$ cat src/rtl/m9_access_arbiter_if.sv
// ---------------------------------------------------------------------------
// m9_access_arbiter_if
//
// Bundles every non-clock/reset signal of the M9 access arbiter.
//   Blender side : bl_read_req, bl_write_req, bl_addr, bl_wdata -> arbiter
//                  bl_ack, bl_rdata                             <- arbiter
//   Frame control: frame_ready -> arbiter; flush_busy, flush_done <- arbiter
//   M9 memory    : m9_addr, m9_read, m9_write, m9_wdata <- arbiter
//                  m9_rdata -> arbiter
//   SD_RAM       : sd_write, sd_wdata, sd_address <- arbiter
//                  sd_ready -> arbiter
//
// Modports:
//   slave  - the arbiter itself (serves blender and frame requests)
//   master - the surrounding system (blender, M9 RAM, SD_RAM, frame source)
// ---------------------------------------------------------------------------
interface m9_access_arbiter_if;

  // blender access port
  logic        bl_read_req;
  logic        bl_write_req;
  logic [7:0]  bl_addr;
  logic [23:0] bl_wdata;
  logic        bl_ack;
  logic [23:0] bl_rdata;

  // frame flush control
  logic        frame_ready;
  logic        flush_busy;
  logic        flush_done;

  // M9 frame-buffer memory
  logic [7:0]  m9_addr;
  logic        m9_read;
  logic        m9_write;
  logic [31:0] m9_wdata;
  logic [31:0] m9_rdata;

  // SD_RAM write port
  logic        sd_write;
  logic        sd_ready;
  logic [15:0] sd_wdata;
  logic [31:0] sd_address;

  modport slave (
    input  bl_read_req,
    input  bl_write_req,
    input  bl_addr,
    input  bl_wdata,
    output bl_ack,
    output bl_rdata,
    input  frame_ready,
    output flush_busy,
    output flush_done,
    output m9_addr,
    output m9_read,
    output m9_write,
    output m9_wdata,
    input  m9_rdata,
    output sd_write,
    input  sd_ready,
    output sd_wdata,
    output sd_address
  );

  modport master (
    output bl_read_req,
    output bl_write_req,
    output bl_addr,
    output bl_wdata,
    input  bl_ack,
    input  bl_rdata,
    output frame_ready,
    input  flush_busy,
    input  flush_done,
    input  m9_addr,
    input  m9_read,
    input  m9_write,
    input  m9_wdata,
    output m9_rdata,
    input  sd_write,
    output sd_ready,
    input  sd_wdata,
    input  sd_address
  );

endinterface

$ cat src/rtl/m9_access_arbiter.sv
// ---------------------------------------------------------------------------
// m9_access_arbiter
//
// Shares the single-port M9 frame buffer between the alpha blender and the
// frame flush engine. A frame_ready pulse schedules a flush that copies every
// pixel (24-bit RGB888 stored in a 32-bit word) to SD_RAM as RGB565, one
// pixel per SD handshake. While a flush is running, blender requests wait.
//
// Parameters:
//   NUM_PIXELS - pixels in one frame buffer (2..256)
//   SD_BASE    - SD_RAM byte address of pixel 0
//
// Ports:
//   clk  - sole clock, rising edge
//   rst  - asynchronous active-high reset
//   bus  - m9_access_arbiter_if.slave (blender, frame, M9 and SD signals)
//
// All outputs come straight from flops. Strobes are loaded on the edge that
// enters the state that owns them, so they are visible for exactly that
// state's cycle.
// ---------------------------------------------------------------------------
module m9_access_arbiter #(
  parameter int          NUM_PIXELS = 256,
  parameter logic [31:0] SD_BASE    = 32'h0000_0000
) (
  input logic                clk,
  input logic                rst,
  m9_access_arbiter_if.slave bus
);

  typedef enum logic [2:0] {
    IDLE    = 3'd0,
    BL_WR   = 3'd1,
    BL_RD   = 3'd2,
    BL_CAP  = 3'd3,
    FL_RD   = 3'd4,
    FL_CAP  = 3'd5,
    FL_WR   = 3'd6,
    FL_DONE = 3'd7
  } state_e;

  localparam logic [7:0] LAST_PIX = 8'(NUM_PIXELS - 1);

  // SD byte address of a pixel: two bytes per RGB565 pixel, wraps mod 2^32.
  function automatic logic [31:0] pix_byte_addr(input logic [7:0] pix);
    return SD_BASE + {23'd0, pix, 1'b0};
  endfunction

  state_e      state_r;
  logic [7:0]  pix_cnt_r;
  logic        flush_pending_r;

  logic        bl_ack_r;
  logic [23:0] bl_rdata_r;
  logic [7:0]  m9_addr_r;
  logic        m9_read_r;
  logic        m9_write_r;
  logic [31:0] m9_wdata_r;
  logic        sd_write_r;
  logic [15:0] sd_wdata_r;
  logic [31:0] sd_address_r;
  logic        flush_busy_r;
  logic        flush_done_r;

  logic        flush_req_s;
  logic        bl_accept_ok_s;
  logic        unused_rdata_s;

  // A frame_ready arriving in the same cycle the FSM sits in IDLE must still
  // beat a blender request, so the raw pulse is folded into the flush request.
  assign flush_req_s    = flush_pending_r | (bus.frame_ready & ~flush_busy_r);
  // bl_ack from a read is visible while the FSM is already back in IDLE; do
  // not take the still-raised request of the access just acknowledged.
  assign bl_accept_ok_s = ~bl_ack_r;
  // The alpha byte of an M9 word is never used.
  assign unused_rdata_s = ^bus.m9_rdata[31:24];

  // Arbiter FSM: state, pixel counter, pending-flush flag and all outputs.
  always_ff @(posedge clk or posedge rst) begin
    if (rst) begin
      state_r         <= IDLE;
      pix_cnt_r       <= 8'd0;
      flush_pending_r <= 1'b0;
      bl_ack_r        <= 1'b0;
      bl_rdata_r      <= 24'd0;
      m9_addr_r       <= 8'd0;
      m9_read_r       <= 1'b0;
      m9_write_r      <= 1'b0;
      m9_wdata_r      <= 32'd0;
      sd_write_r      <= 1'b0;
      sd_wdata_r      <= 16'd0;
      sd_address_r    <= 32'd0;
      flush_busy_r    <= 1'b0;
      flush_done_r    <= 1'b0;
    end else begin
      // single-cycle pulses fall back to 0 unless the next state reloads them
      bl_ack_r     <= 1'b0;
      m9_read_r    <= 1'b0;
      m9_write_r   <= 1'b0;
      flush_done_r <= 1'b0;

      // latch one frame request; repeats while one is queued or running are dropped
      if (bus.frame_ready && !flush_busy_r && !flush_pending_r) begin
        flush_pending_r <= 1'b1;
      end

      case (state_r)
        IDLE: begin
          if (flush_req_s) begin
            state_r         <= FL_RD;
            pix_cnt_r       <= 8'd0;
            flush_busy_r    <= 1'b1;
            flush_pending_r <= 1'b0;
            m9_read_r       <= 1'b1;
            m9_addr_r       <= 8'd0;
          end else if (bus.bl_write_req && bl_accept_ok_s) begin
            // write wins over a simultaneous read; the read stays pending
            state_r    <= BL_WR;
            m9_write_r <= 1'b1;
            m9_addr_r  <= bus.bl_addr;
            m9_wdata_r <= {8'h00, bus.bl_wdata};
            bl_ack_r   <= 1'b1;
          end else if (bus.bl_read_req && bl_accept_ok_s) begin
            state_r   <= BL_RD;
            m9_read_r <= 1'b1;
            m9_addr_r <= bus.bl_addr;
          end else begin
            state_r <= IDLE;
          end
        end

        BL_WR: begin
          state_r <= IDLE;
        end

        BL_RD: begin
          // M9 returns the word during the next cycle
          state_r <= BL_CAP;
        end

        BL_CAP: begin
          bl_rdata_r <= bus.m9_rdata[23:0];
          bl_ack_r   <= 1'b1;
          state_r    <= IDLE;
        end

        FL_RD: begin
          state_r <= FL_CAP;
        end

        FL_CAP: begin
          // RGB888 -> RGB565 by keeping the top bits of each channel
          sd_wdata_r   <= {bus.m9_rdata[23:19], bus.m9_rdata[15:10], bus.m9_rdata[7:3]};
          sd_address_r <= pix_byte_addr(pix_cnt_r);
          sd_write_r   <= 1'b1;
          state_r      <= FL_WR;
        end

        FL_WR: begin
          // request, data and address hold until SD takes them
          if (sd_write_r && bus.sd_ready) begin
            sd_write_r <= 1'b0;
            if (pix_cnt_r == LAST_PIX) begin
              flush_done_r <= 1'b1;
              state_r      <= FL_DONE;
            end else begin
              pix_cnt_r <= pix_cnt_r + 8'd1;
              m9_read_r <= 1'b1;
              m9_addr_r <= pix_cnt_r + 8'd1;
              state_r   <= FL_RD;
            end
          end else begin
            state_r <= FL_WR;
          end
        end

        FL_DONE: begin
          flush_busy_r <= 1'b0;
          state_r      <= IDLE;
        end

        default: begin
          sd_write_r   <= 1'b0;
          flush_busy_r <= 1'b0;
          state_r      <= IDLE;
        end
      endcase
    end
  end

  assign bus.bl_ack     = bl_ack_r;
  assign bus.bl_rdata   = bl_rdata_r;
  assign bus.m9_addr    = m9_addr_r;
  assign bus.m9_read    = m9_read_r;
  assign bus.m9_write   = m9_write_r;
  assign bus.m9_wdata   = m9_wdata_r;
  assign bus.sd_write   = sd_write_r;
  assign bus.sd_wdata   = sd_wdata_r;
  assign bus.sd_address = sd_address_r;
  assign bus.flush_busy = flush_busy_r;
  assign bus.flush_done = flush_done_r;

endmodule

$ cat src/flat_wrapper.sv
// flat-port wrapper written by rule: the top's interface ports become plain ports
module m9_access_arbiter_flat 
#(
  parameter int          NUM_PIXELS = 256,
  parameter logic [31:0] SD_BASE    = 32'h0000_0000
)
  (clk, rst, bus_bl_read_req, bus_bl_write_req, bus_bl_addr, bus_bl_wdata, bus_bl_ack, bus_bl_rdata, bus_frame_ready, bus_flush_busy, bus_flush_done, bus_m9_addr, bus_m9_read, bus_m9_write, bus_m9_wdata, bus_m9_rdata, bus_sd_write, bus_sd_ready, bus_sd_wdata, bus_sd_address);
  m9_access_arbiter_if bus_i ();
  input logic clk;
  input logic rst;
  input wire logic [$bits(bus_i.bl_read_req)-1:0] bus_bl_read_req;
  input wire logic [$bits(bus_i.bl_write_req)-1:0] bus_bl_write_req;
  input wire logic [$bits(bus_i.bl_addr)-1:0] bus_bl_addr;
  input wire logic [$bits(bus_i.bl_wdata)-1:0] bus_bl_wdata;
  output wire logic [$bits(bus_i.bl_ack)-1:0] bus_bl_ack;
  output wire logic [$bits(bus_i.bl_rdata)-1:0] bus_bl_rdata;
  input wire logic [$bits(bus_i.frame_ready)-1:0] bus_frame_ready;
  output wire logic [$bits(bus_i.flush_busy)-1:0] bus_flush_busy;
  output wire logic [$bits(bus_i.flush_done)-1:0] bus_flush_done;
  output wire logic [$bits(bus_i.m9_addr)-1:0] bus_m9_addr;
  output wire logic [$bits(bus_i.m9_read)-1:0] bus_m9_read;
  output wire logic [$bits(bus_i.m9_write)-1:0] bus_m9_write;
  output wire logic [$bits(bus_i.m9_wdata)-1:0] bus_m9_wdata;
  input wire logic [$bits(bus_i.m9_rdata)-1:0] bus_m9_rdata;
  output wire logic [$bits(bus_i.sd_write)-1:0] bus_sd_write;
  input wire logic [$bits(bus_i.sd_ready)-1:0] bus_sd_ready;
  output wire logic [$bits(bus_i.sd_wdata)-1:0] bus_sd_wdata;
  output wire logic [$bits(bus_i.sd_address)-1:0] bus_sd_address;
  assign bus_i.bl_read_req = bus_bl_read_req;
  assign bus_i.bl_write_req = bus_bl_write_req;
  assign bus_i.bl_addr = bus_bl_addr;
  assign bus_i.bl_wdata = bus_bl_wdata;
  assign bus_bl_ack = bus_i.bl_ack;
  assign bus_bl_rdata = bus_i.bl_rdata;
  assign bus_i.frame_ready = bus_frame_ready;
  assign bus_flush_busy = bus_i.flush_busy;
  assign bus_flush_done = bus_i.flush_done;
  assign bus_m9_addr = bus_i.m9_addr;
  assign bus_m9_read = bus_i.m9_read;
  assign bus_m9_write = bus_i.m9_write;
  assign bus_m9_wdata = bus_i.m9_wdata;
  assign bus_i.m9_rdata = bus_m9_rdata;
  assign bus_sd_write = bus_i.sd_write;
  assign bus_i.sd_ready = bus_sd_ready;
  assign bus_sd_wdata = bus_i.sd_wdata;
  assign bus_sd_address = bus_i.sd_address;
  m9_access_arbiter #(.NUM_PIXELS(NUM_PIXELS), .SD_BASE(SD_BASE)) u_core (.clk(clk), .rst(rst), .bus(bus_i));
endmodule
$ cat config.mk
export PLATFORM = sky130hd
export DESIGN_NAME = m9_access_arbiter_flat
export DESIGN_NICKNAME = d
export VERILOG_FILES = /design/src/rtl/m9_access_arbiter_if.sv /design/src/rtl/m9_access_arbiter.sv /design/src/flat_wrapper.sv
export SDC_FILE = /design/constraint.sdc
export NUM_CORES = 1
export LEC_CHECK = 0
export CORE_UTILIZATION = 46
export CTS_CLUSTER_DIAMETER = 60
export DETAILED_ROUTE_END_ITERATION = 8
export GPL_TIMING_DRIVEN = 0
export PLACE_DENSITY = 0.89
export SLEW_MARGIN = 20
export SYNTH_ARGS = -nofsm -noshare
export SYNTH_HDL_FRONTEND = slang
export SYNTH_SLANG_ARGS = --single-unit
$ cat constraint.sdc
create_clock -name clk -period 6.1 [get_ports clk]
set_input_delay 1.22 -clock clk [delete_from_list [all_inputs] [get_ports clk]]
set_output_delay 1.22 -clock clk [all_outputs]
set_load 0.03 [all_outputs]
==> key figures, run 1 <==
Global route
  – Overall Global Routing Usage: 20.3%
  – Initial antenna violation count: 0
  – Vias in the first global route: around 3,200
  – First-pass GRT wire length: 15,600 um
  – Largest net degree at the start of global routing: 59
  – Grt ovf: 0

Finish
  – Fill count: approximately 680
  – Synthesis-to-finish area growth: 45.0%
  – Multi-input logic area: around 0.0017 mm^2
  – Final cell count without fillers: between 600 and 700
  – Register area: 0.00245 mm^2
  – Nets: 584
  – Share of cells above drive strength 1: 28.6%
  – Inserted Diodes: 0

STA
  – Slew Viols, Final: 0
  – Fin crit share: 48.0%
  – Final setup TNS: 0 ns
  – Worst clock skew: 0.0143 ns
  – RSZ-0062 raised after global routing: no
  – Max Clock Freq: roughly 0.34 GHz
  – Final setup fails: 0
  – Hold Vio Cnt, Final: 0
  – Worst setup margin: ~3.2 ns
  – Min cycle time layout: about 2.9 ns
  – Worst-Margin Slew: roughly 0.63 ns
  – Rel. slew slack: between 50% and 60%

Placed design
  – Placed cells: 631
  – GPL Wtd Cong: between 0.7 and 0.8
  – Port-buffer cells: ~150
  – Post-placement setup slack: 2.81 ns
  – Post-detail-place hpwl: 7100 um

Drt
  – DRT iter0 DRCs: ~80
  – Total Routed Length: roughly 9600 um
  – WL/cell: approximately 15 um
  – Met3 routed wirelength: 704 um
  – Max layer used: met4
  – M1 wire length: ~3800 um
  – Remaining DRCs: 0
  – Vias/cell: roughly 4.8
  – Via Count: 3,086
  – Post-DRT Antenna Nets: 0
  – Pre-antenna DRT Iters: 4
  – Met2 WL: approximately 5000 um

Power and ir drop
  – Leak Pwr: about 0.0029 uW
  – Maximum vdd drop: ~0.29 mV
  – Tot Pwr: between 2000 and 3000 uW
  – Pwr dens: 444 mW/mm^2

Clock tree
  – Clock Sink Count: 98
  – Post-cts resize count: 0
  – Clk_lat worst skew: 0.36 ns
  – Cts hold-fix bufs: 0
  – Htree depth: 3
  – CTS buffer count: 9
  – CTS root buf: clkbuf_8
  – Clk slew on worst S/H paths: around 0.09 ns
  – CTS Buffer Depth: 2
  – CTS tree: built
  – Post-CTS Setup Bufs: 0

Synthesis
  – Cell variety after synth: 41
  – Post-synth top flop: dfrtp_1
  – Mean post-synth cell area: about 14 um^2
  – Synth Cell Area: around 0.0044 mm^2
  – Asr flop ratio synth: between 90% and 100%
  – Number of synthesized flops with an enable pin: 0
  – Ys Warns: 0
  – Cells after Synth: between 300 and 400
  – Register bit count reported by yosys: 98
  – Sequential share of the synthesized area: between 50% and 60%

Floorplanning
  – Die X: roughly 100 um
  – Die H: 99.6 um
  – Initial core utilization: 47.5%
  – Die area: approximately 0.01 mm^2
  – Rows: 35
  – IO Count: 188
  – CORE AREA: roughly 0.0092 mm^2

Min path
  – Hold Startpoint: u_core.bus.bl_rdata[23]
  – Min-Delay Path Class: flop to flop

Status
  – Status: finished, final reports clean

Critical path
  – Critical path type: input pin to flop
  – Critical path origin: bus_sd_ready
  – Crit path DAT: 3.17 ns
  – Worst Setup End Kind: flop
  – Reg2Reg Launch Point: u_core.pix_cnt_r[0]
  – CP startpoint kind: input pin
  – CP max FO: 8
  – Req. time, crit path: 6.34 ns

Flow run
  – Max cap viols: 0
-- stage by stage --
step / hold WS [ns] / utilization [%] / area [um^2]
3_3_place_gp: 0.487 / 66.4 / 6130
5_1_grt: 0.525 / 68.8 / 6360
3_5_place_dp: 0.493 / 66.7 / 6170
6_report: 0.510 / 68.8 / 6360
4_1_cts: 0.514 / 68.8 / 6360
2_1_floorplan: 0.524 / - / 4500
-- path summary, 6_finish.rpt --
| path | endpoint | slack, ns | depth (start not counted) |
|---|---|---|---|
| min in group asynchronous | u_core.bus.m9_wdata[2] | 1.25 | 2 |
| worst max-delay path | u_core.bus.m9_addr[7] | 3.17 | 7 |
| worst min-delay path | u_core.bus.bl_rdata[23] | 0.51 | 1 |
| worst max register to register | u_core.bus.m9_addr[7] | 3.95 | 5 |
| worst min register to register | u_core.bus.bl_rdata[23] | 0.51 | 1 |
| max in group asynchronous | u_core.bus.bl_rdata[2] | 4.25 | 3 |
-- registers in the layout, indices dropped and copies added (netlist names) --
signal / count
u_core.flush_pending_r: 1
u_core.bus.flush_busy: 1
u_core.bus.m9_addr: 8
u_core.bus.sd_write: 1
u_core.bus.sd_address: 8
u_core.bus.m9_write: 1
u_core.bus.bl_ack: 1
u_core.state_r: 3
u_core.bus.bl_rdata: 24
u_core.bus.flush_done: 1
u_core.bus.m9_read: 1
u_core.pix_cnt_r: 8
u_core.bus.m9_wdata: 24
u_core.bus.sd_wdata: 16
-- synth_stat cells (2+ instances only) --
cell | n | area (um^2)
mux2i_1 | 2 | 20.0
mux2_4 | 17 | 255
mux2_2 | 63 | 709
nor3b_1 | 2 | 15.0
or2_2 | 3 | 18.8
nor2_1 | 11 | 41.3
o2bb2ai_1 | 2 | 17.5
buf_6 | 2 | 22.5
and3b_1 | 2 | 17.5
xnor2_1 | 3 | 26.3
buf_2 | 6 | 30.0
dfrtp_1 | 98 | 2450
nand2_1 | 16 | 60.1
buf_4 | 32 | 240
buf_12 | 2 | 40.0
xor2_1 | 3 | 26.3
clkbuf_1 | 3 | 11.3
and2_1 | 2 | 12.5
nor3_1 | 4 | 20.0
a21oi_1 | 5 | 25.0
a22o_1 | 6 | 52.6
o21bai_1 | 2 | 15.0
nand3_1 | 5 | 25.0
o21ai_0 | 7 | 35.0
a31oi_1 | 4 | 25.0
a21o_1 | 2 | 15.0
buf_1 | 2 | 7.51
inv_1 | 4 | 15.0
-- placed cells by master (no fill, tap or decap), types with 2 or more instances in the layout --
cell type / netlist / final
buf_4: 32 / 32
o21bai_1: 2 / 2
xnor2_1: 3 / 3
nor3b_1: 2 / 2
xor2_1: 3 / 3
clkbuf_1: 3 / 4
mux2_2: 63 / 63
nor2_1: 11 / 11
or2_2: 3 / 3
and3b_1: 2 / 2
inv_1: 4 / 3
clkbuf_8: 0 / 10
nor3_1: 4 / 4
a22o_1: 6 / 6
mux2_4: 17 / 17
a31oi_1: 4 / 4
nand2_1: 16 / 16
clkdlybuf4s50_1: 0 / 147
mux2i_1: 2 / 2
inv_6: 0 / 2
o2bb2ai_1: 2 / 2
o21ai_0: 7 / 7
buf_2: 6 / 6
buf_12: 2 / 2
dfrtp_1: 98 / 98
a21oi_1: 5 / 5
buf_1: 2 / 2
nand3_1: 5 / 5
a21o_1: 2 / 2
and2_1: 2 / 2
conb_1: 1 / 32
buf_6: 2 / 2
-- worst max-delay path, stage by stage --
cell and delay [ns]:
clkdlybuf4s50_1 0.44, and2_1 0.11, clkbuf_1 0.33, a21oi_1 0.12
a211o_2 0.30, a21oi_4 0.27, mux2_2 0.37
-- where the power goes --
part / total, uW / internal [uW] / switching (uW)
Combinational: 1440 / 709 / 729
Clock: 419 / 200 / 219
Sequential: 966 / 862 / 104
Total: 2820 / 1770 / 1050
-- kinds of logic after synthesis --
family	Yosys count	share of synthesized area, %
other	1	0.0855
AND/OR/NAND/NOR	50	5.68
flip-flops	98	55.9
buffers and inverters	52	8.47
XOR/XNOR	6	1.20
AO/OA/AOI/OAI	33	5.91
adder cells (fa/ha/maj)	1	0.285
multiplexers	82	22.5
-- metal layers --
metal  vias to the layer above  track usage, %
met1                      1514            23.9
met5                         -               0
met4                         0            5.66
li1                       1426               -
met3                        18            7.10
met2                       128            35.0
-- area by class of cell --
type	count	share of cell area (%)
Sequential cell	98	38.6
Multi-Input combinational cell	204	26.4
Timing Repair Buffer	148	23.6
Buffer	48	5.61
Tap cell	129	2.54
Clock buffer	11	2.22
Clock inverter	4	0.807
Inverter	4	0.315
Power figures use the tool's default switching activity.
==> run 2, diff against run 1 <==
Settings changed: CORE_UTILIZATION 46 to 43, PLACE_DENSITY 0.89 to 0.84.
Clock period 6.1 ns to 2.8 ns, I/O delays scaled along.
==> run 2 against run 1 <==
  * Utilization decreased by 3.6 points
  * Non-clock buffer count rose by 2
  * Register-to-register slack got worse by 3.3 ns
  * Clock power up 120%
==> key figures, run 2 (synthesis gave the netlist of run 1 again) <==
Floorplanning
  – Die H: 103 um (+3.4%)
  – Initial core utilization: 44.7% (-2.8 points)
  – CORE AREA: 0.00982 mm^2 (+6.3%)
  – Die X: 103 um (+3.4%)
  – IO Count: 188 (unchanged)
  – Rows: 36 (+2.9%)
  – Die area: 0.0106 mm^2 (+6.8%)

Critical path
  – Critical path type: input pin to flop
  – CP max FO: 8 (unchanged)
  – Req. time, crit path: 3.04 ns (-3.30 ns)
  – Worst Setup End Kind: flop
  – CP startpoint kind: input pin
  – Crit path DAT: 2.47 ns (-0.70 ns)

Global route
  – Initial antenna violation count: 0 (unchanged)
  – Overall Global Routing Usage: 18.9% (-1.3 points)
  – Largest net degree at the start of global routing: 36 (-39%)
  – First-pass GRT wire length: 15,200 um (-3.0%)
  – Vias in the first global route: 3,116 (-1.7%)
  – Grt ovf: 0 (unchanged)

Drt
  – Total Routed Length: 9570 um (-0.24%)
  – WL/cell: 14.7 um (-1.3%)
  – Via Count: 3,059 (-0.87%)
  – Vias/cell: 4.68 (-1.9%)
  – DRT iter0 DRCs: 45 (-43%)
  – Pre-antenna DRT Iters: 4 (unchanged)
  – Post-DRT Antenna Nets: 0 (unchanged)
  – Remaining DRCs: 0 (unchanged)

Finish
  – Inserted Diodes: 0 (unchanged)
  – Synthesis-to-finish area growth: 46.1%
  – Most frequent cells in the layout: clkdlybuf4s50_1, dfrtp_1, mux2_2
  – Nets: 586 (+0.34%)
  – Commonest non-fill, non-tap cell in the layout: clkdlybuf4s50_1
  – Finished Cell Area: 0.00641 mm^2 (+0.75%)
  – Final core utilization: 65.3% (-3.6 points)
  – Share of cells above drive strength 1: 28.8% (+0.22 points)

STA
  – Final setup TNS: 0 ns (unchanged)
  – Hold Vio Cnt, Final: 0 (unchanged)
  – RSZ-0062 raised after global routing: no
  – Max Clock Freq: 0.448 GHz
  – Slew Viols, Final: 0 (unchanged)
  – Rel. slew slack: 55.6% (-2.2 points)
  – Fin crit share: 79.7%
  – Final setup fails: 0 (unchanged)
  – Worst clock skew: 0.00849 ns (-0.00576 ns)
  – Min cycle time layout: approximately 2.2 ns
  – Worst-Margin Slew: 0.661 ns (+0.0277 ns)

Clock tree
  – CTS buffer count: 9 (unchanged)
  – Htree depth: 3 (unchanged)
  – CTS tree: built
  – Clk slew on worst S/H paths: 0.10 ns (about the same)
  – Post-CTS Setup Bufs: 0 (unchanged)
  – Cts hold-fix bufs: 0 (unchanged)
  – Post-cts resize count: 0 (unchanged)
  – Clk_lat worst skew: 0.35 ns (about the same)
  – CTS root buf: clkbuf_8
  – Clock Sink Count: 98 (unchanged)
  – CTS Buffer Depth: 2 (unchanged)

Placed design
  – Post-detail-place hpwl: 7400 um (+4.3%)
  – Port-buffer cells: 147 (unchanged)
  – Dpl cell area: 0.00621 mm^2 (+0.71%)
  – GPL Wtd Cong: 0.806 (+3.9%)

Power and ir drop
  – Maximum vdd drop: 0.521 mV (+82%)
  – Leak Pwr: 0.00287 uW (+0.57%)
  – Pwr dens: 959 mW/mm^2 (+120%)

Min path
  – Min-Delay Path Class: flop to flop

Status
  – Status: finished, final reports clean

Flow run
  – Max cap viols: 0 (unchanged)
==> run 2: cell count changes in the layout (fill, tap and decap cells not counted), sizes merged <==
| cell | before | now |
|---|---|---|
| buf | 45 | 47 |
| inv | 5 | 3 |
| clkinv | 1 | 4 |
==> run 2: worst paths after layout <==
kind                            slack, ns                       end                startpoint  depth (start not counted)
worst max-delay path                 0.57     u_core.bus.m9_addr[6]              bus_sd_ready                          7
worst min-delay path                 0.50  u_core.bus.sd_address[2]  u_core.bus.sd_address[2]                          2
worst max register to register       0.65     u_core.bus.m9_addr[6]       u_core.pix_cnt_r[0]                          5
worst min register to register       0.50  u_core.bus.sd_address[2]  u_core.bus.sd_address[2]                          2
max in group asynchronous            1.60       u_core.pix_cnt_r[0]                       rst                          4
min in group asynchronous            0.54    u_core.bus.sd_wdata[6]                       rst                          2
==> run 2: routing by layer <==
layer  vias to the layer above  track usage [%]  wire length [um]
li1                       1435                -                 -
met1                      1501             21.9              3760
met3                        14             5.63               655
met2                       109             34.1              5040
met4                         0             5.09               108
met5                         -                0                 0
==> run 2: report_power, final <==
| part | internal, uW | switching [uW] | total, uW |
|---|---|---|---|
| registers | 1880 | 227 | 2100 |
| logic | 1550 | 1590 | 3140 |
| clock network | 421 | 481 | 902 |
==> run 2: per-stage QoR <==
stage / power [uW] / hold WS (ns) / setup WS (ns) / std cells
3_5_place_dp: 5300 / 0.475 / 0.205 / 637
5_1_grt: 6470 / 0.525 / 0.460 / 653
4_1_cts: 6220 / 0.501 / 0.575 / 653
2_1_floorplan: 4090 / 0.524 / 0.814 / 354
6_report: 6150 / 0.499 / 0.568 / 653
3_3_place_gp: 5210 / 0.474 / 0.128 / 634
==> run 2: worst max-delay path, stage by stage <==
cell and delay [ns]:
clkdlybuf4s50_1 0.45, and2_1 0.11, clkbuf_1 0.29, a21oi_1 0.12
a211o_2 0.30, a21oi_4 0.27, mux2_2 0.38
==> run 2: layout make-up <==
type / instances / area, um^2
fill: 780 / 3410
sequential: 98 / 2450
multi-input combinational: 204 / 1680
timing repair buffer: 150 / 1540
buffer: 48 / 357
tap: 133 / 166
clock buffer: 11 / 131
clock inverter: 5 / 65.1
inverter: 4 / 18.8
==> run 3, diff against run 2 <==
Settings changed: CORE_UTILIZATION 43 to 38, PLACE_DENSITY 0.84 to 0.79.
Clock period 2.8 ns to 1.98 ns, I/O delays scaled along.
==> run 3 against run 2 <==
  * The run now ends with setup timing left
  * Register-to-register slack lost 0.69 ns
  * Count of clock-buffer cells in the layout increased by 1
  * Cell count rose by 2.8%
  * Power grew 55%
  * Global-route usage is 1.4 points lower
  * Non-clock buffer count increased by 11
  * Setup slack got worse by 0.60 ns
  * Sequential share of layout area shrank 1.5 points
  * First-iteration DRC count rose by 29%
  * Clock skew shrank 0.0032 ns
  * Critical path type is now flop to flop
  * Critical endpoint is now u_core.bus.m9_wdata[7]
==> key figures, run 3 (synthesis gave the netlist of run 1 again) <==
Status
  – Status: finished, violations left
  – Violated checks: setup timing

Critical path
  – Crit path DAT: 2.24 ns (-0.23 ns)
  – Critical path type: flop to flop
  – Largest delay share family, worst path: simple AND/OR/NAND/NOR gates
  – Req. time, crit path: 2.20 ns (-0.84 ns)
  – Biggest cell delay along the critical path: 0.44 ns (about the same)
  – CP max stage cell: dfrtp_2
  – CP max FO: 5 (-3)
  – Crit-path cells: or3_4, a211oi_4, and3b_1, buf_6, clkbuf_16, mux2_4
  – Worst Setup End Kind: flop
  – CP Buf/Inv Count: 2 (unchanged)
  – CP startpoint kind: flop
  – Reg2Reg Setup Slack: -0.04 ns (-0.69 ns)

Finish
  – Register area: 0.00245 mm^2 (+0.10%)
  – Commonest non-fill, non-tap cell in the layout: clkdlybuf4s50_1
  – Nets: 597 (+1.9%)
  – Synthesis-to-finish area growth: 52.3%
  – Most frequent cells in the layout: clkdlybuf4s50_1, dfrtp_1, mux2_2
  – Multi-input logic area: 0.00172 mm^2 (+2.3%)
  – Fill count: 894 (+15%)
  – Inserted Diodes: 0 (unchanged)
  – Share of cells above drive strength 1: 32.2% (+3.4 points)
  – Final core utilization: 60.5% (-4.7 points)
  – Final cell count without fillers: 671 (+2.8%)

Floorplanning
  – Rows: 38 (+5.6%)
  – Die H: 109 um (+6.2%)
  – CORE AREA: 0.0110 mm^2 (+12%)
  – Die X: 109 um (+6.2%)
  – Die area: 0.0120 mm^2 (+13%)
  – IO Count: 188 (unchanged)
  – Initial core utilization: 39.8% (-4.9 points)

STA
  – Max Clock Freq: 0.496 GHz
  – Min cycle time layout: 2.02 ns
  – RSZ-0062 raised after global routing: yes
  – Final setup TNS: -0.353 ns (-0.353 ns)
  – Final setup fails: 20 (+20)
  – Worst-Margin Slew: 0.752 ns (+0.0911 ns)
  – Hold Vio Cnt, Final: 0 (unchanged)
  – Rel. slew slack: 49.8% (-5.8 points)
  – Fin crit share: 102%
  – Worst setup margin: -0.0360 ns (-0.604 ns)
  – Slew Viols, Final: 0 (unchanged)
  – Worst clock skew: 0.00530 ns (-0.00320 ns)

Placed design
  – Post-detail-place hpwl: 7440 um (+0.58%)
  – Port-buffer cells: 147 (unchanged)
  – Placed cells: 643 (+0.94%)
  – GPL Wtd Cong: 0.770 (-4.5%)

Power and ir drop
  – Maximum vdd drop: 0.972 mV (+86%)
  – Combinational share of power: 50.1% (-1.0 points)
  – Internal power: 6110 uW (+59%)
  – Switching Fraction: 35.7% (-1.6 points)
  – Sequential power share: 31.6% (-2.6 points)
  – Clock power frac: 18.4% (+3.7 points)
  – Pwr dens: 1420 mW/mm^2 (+49%)
  – Leak Pwr: 0.00302 uW (+5.1%)
  – Net switching power: 3400 uW (+48%)

Drt
  – Via Count: 3,105 (+1.5%)
  – Post-DRT Antenna Nets: 0 (unchanged)
  – Total Routed Length: 10,300 um (+7.2%)
  – WL/cell: 15.3 um (+4.4%)
  – Vias/cell: 4.63 (-1.2%)
  – Remaining DRCs: 0 (unchanged)
  – DRT iter0 DRCs: 58 (+29%)
  – Pre-antenna DRT Iters: 4 (unchanged)

Global route
  – Largest net degree at the start of global routing: 35 (-2.8%)
  – First-pass GRT wire length: 15,900 um (+4.8%)
  – Initial antenna violation count: 0 (unchanged)
  – Vias in the first global route: 3,171 (+1.8%)
  – Grt ovf: 0 (unchanged)
  – Overall Global Routing Usage: 17.5% (-1.4 points)

Clock tree
  – CTS buffer count: 9 (unchanged)
  – CTS root buf: clkbuf_16
  – Clock Sink Count: 98 (unchanged)
  – Clk slew on worst S/H paths: 0.07 ns (-0.03 ns)
  – Clk_lat worst skew: 0.33 ns (-0.02 ns)
  – CTS Buffer Depth: 2 (unchanged)
  – Htree depth: 3 (unchanged)
  – CTS tree: built

Flow run
  – Max cap viols: 0 (unchanged)

Min path
  – Min-Delay Path Class: flop to flop
## run 3: cell types whose count changed in the layout (fill, tap and decap cells not counted), moves of 2 or more
cell	before	now
buf_4	32	45
clkbuf_16	0	11
clkbuf_8	9	1
clkinv_4	4	1
mux2_2	63	60
mux2_4	17	20
buf_1	2	0
clkbuf_1	5	3
dfrtp_1	98	96
dfrtp_2	0	2
## run 3: routing by layer
layer / up-vias / track usage [%] / part of all wire [%] / routed length, um
met3: 13 / 4.92 / 6.8 / 696
met5: - / 0 / 0 / 0
met2: 102 / 30.0 / 52 / 5290
met4: 0 / 6.48 / 1.5 / 152
met1: 1530 / 21.0 / 40 / 4130
li1: 1460 / - / - / -
## run 3: worst paths after layout
path | from | end | cells after the start
max in group asynchronous | rst | u_core.bus.sd_write | 3
worst min-delay path | u_core.bus.sd_wdata[3] | u_core.bus.sd_wdata[3] | 1
min in group asynchronous | rst | u_core.bus.m9_wdata[23] | 2
worst max-delay path | u_core.state_r[1] | u_core.bus.m9_wdata[7] | 6
worst min register to register | u_core.bus.sd_wdata[3] | u_core.bus.sd_wdata[3] | 1
worst max register to register | u_core.state_r[1] | u_core.bus.m9_wdata[7] | 6
## run 3: power groups by stage
stage,sequential (uW),clock (uW),combinational [uW]
CTS,3020,1790,4570
floorplan,4260,0,1530
detailed placement,3020,0,4470
finish,3010,1750,4760
global placement,2980,0,4400
global route,3080,1880,5000
## run 3: stage by stage
step / setup WS, ns / cell area, um^2 / hold slack (ns) / power, uW
final: -0.0360 / 6680 / 0.503 / 9510
after global routing: -0.0887 / 6680 / 0.515 / 9970
after CTS: -0.0786 / 6550 / 0.507 / 9390
after detailed placement: -0.508 / 6190 / 0.490 / 7500
after global placement: -0.691 / 6150 / 0.478 / 7390
after floorplan: 0.0530 / 4510 / 0.524 / 5790
## run 3: final cells by class
class                   count  share of cell area (%)
plain buffers              44                    5.02
flip-flops and latches     98                    36.8
well taps                 140                    2.62
clock inverters             4                   0.768
repair buffers            165                    25.1
multi-input cells         204                    25.7
inverters                   4                   0.281
clock buffers              12                    3.69
## run 3: timing repair
| item | in CTS | in global routing |
|---|---|---|
| hold buffers | 0 | 0 |
| endpoints found under the setup margin | 61 | 33 |
| cloned | 0 | 3 |
| buffers inserted | 4 | 9 |
| gates resized for setup | 8 | 6 |
| pin swaps | 1 | 4 |
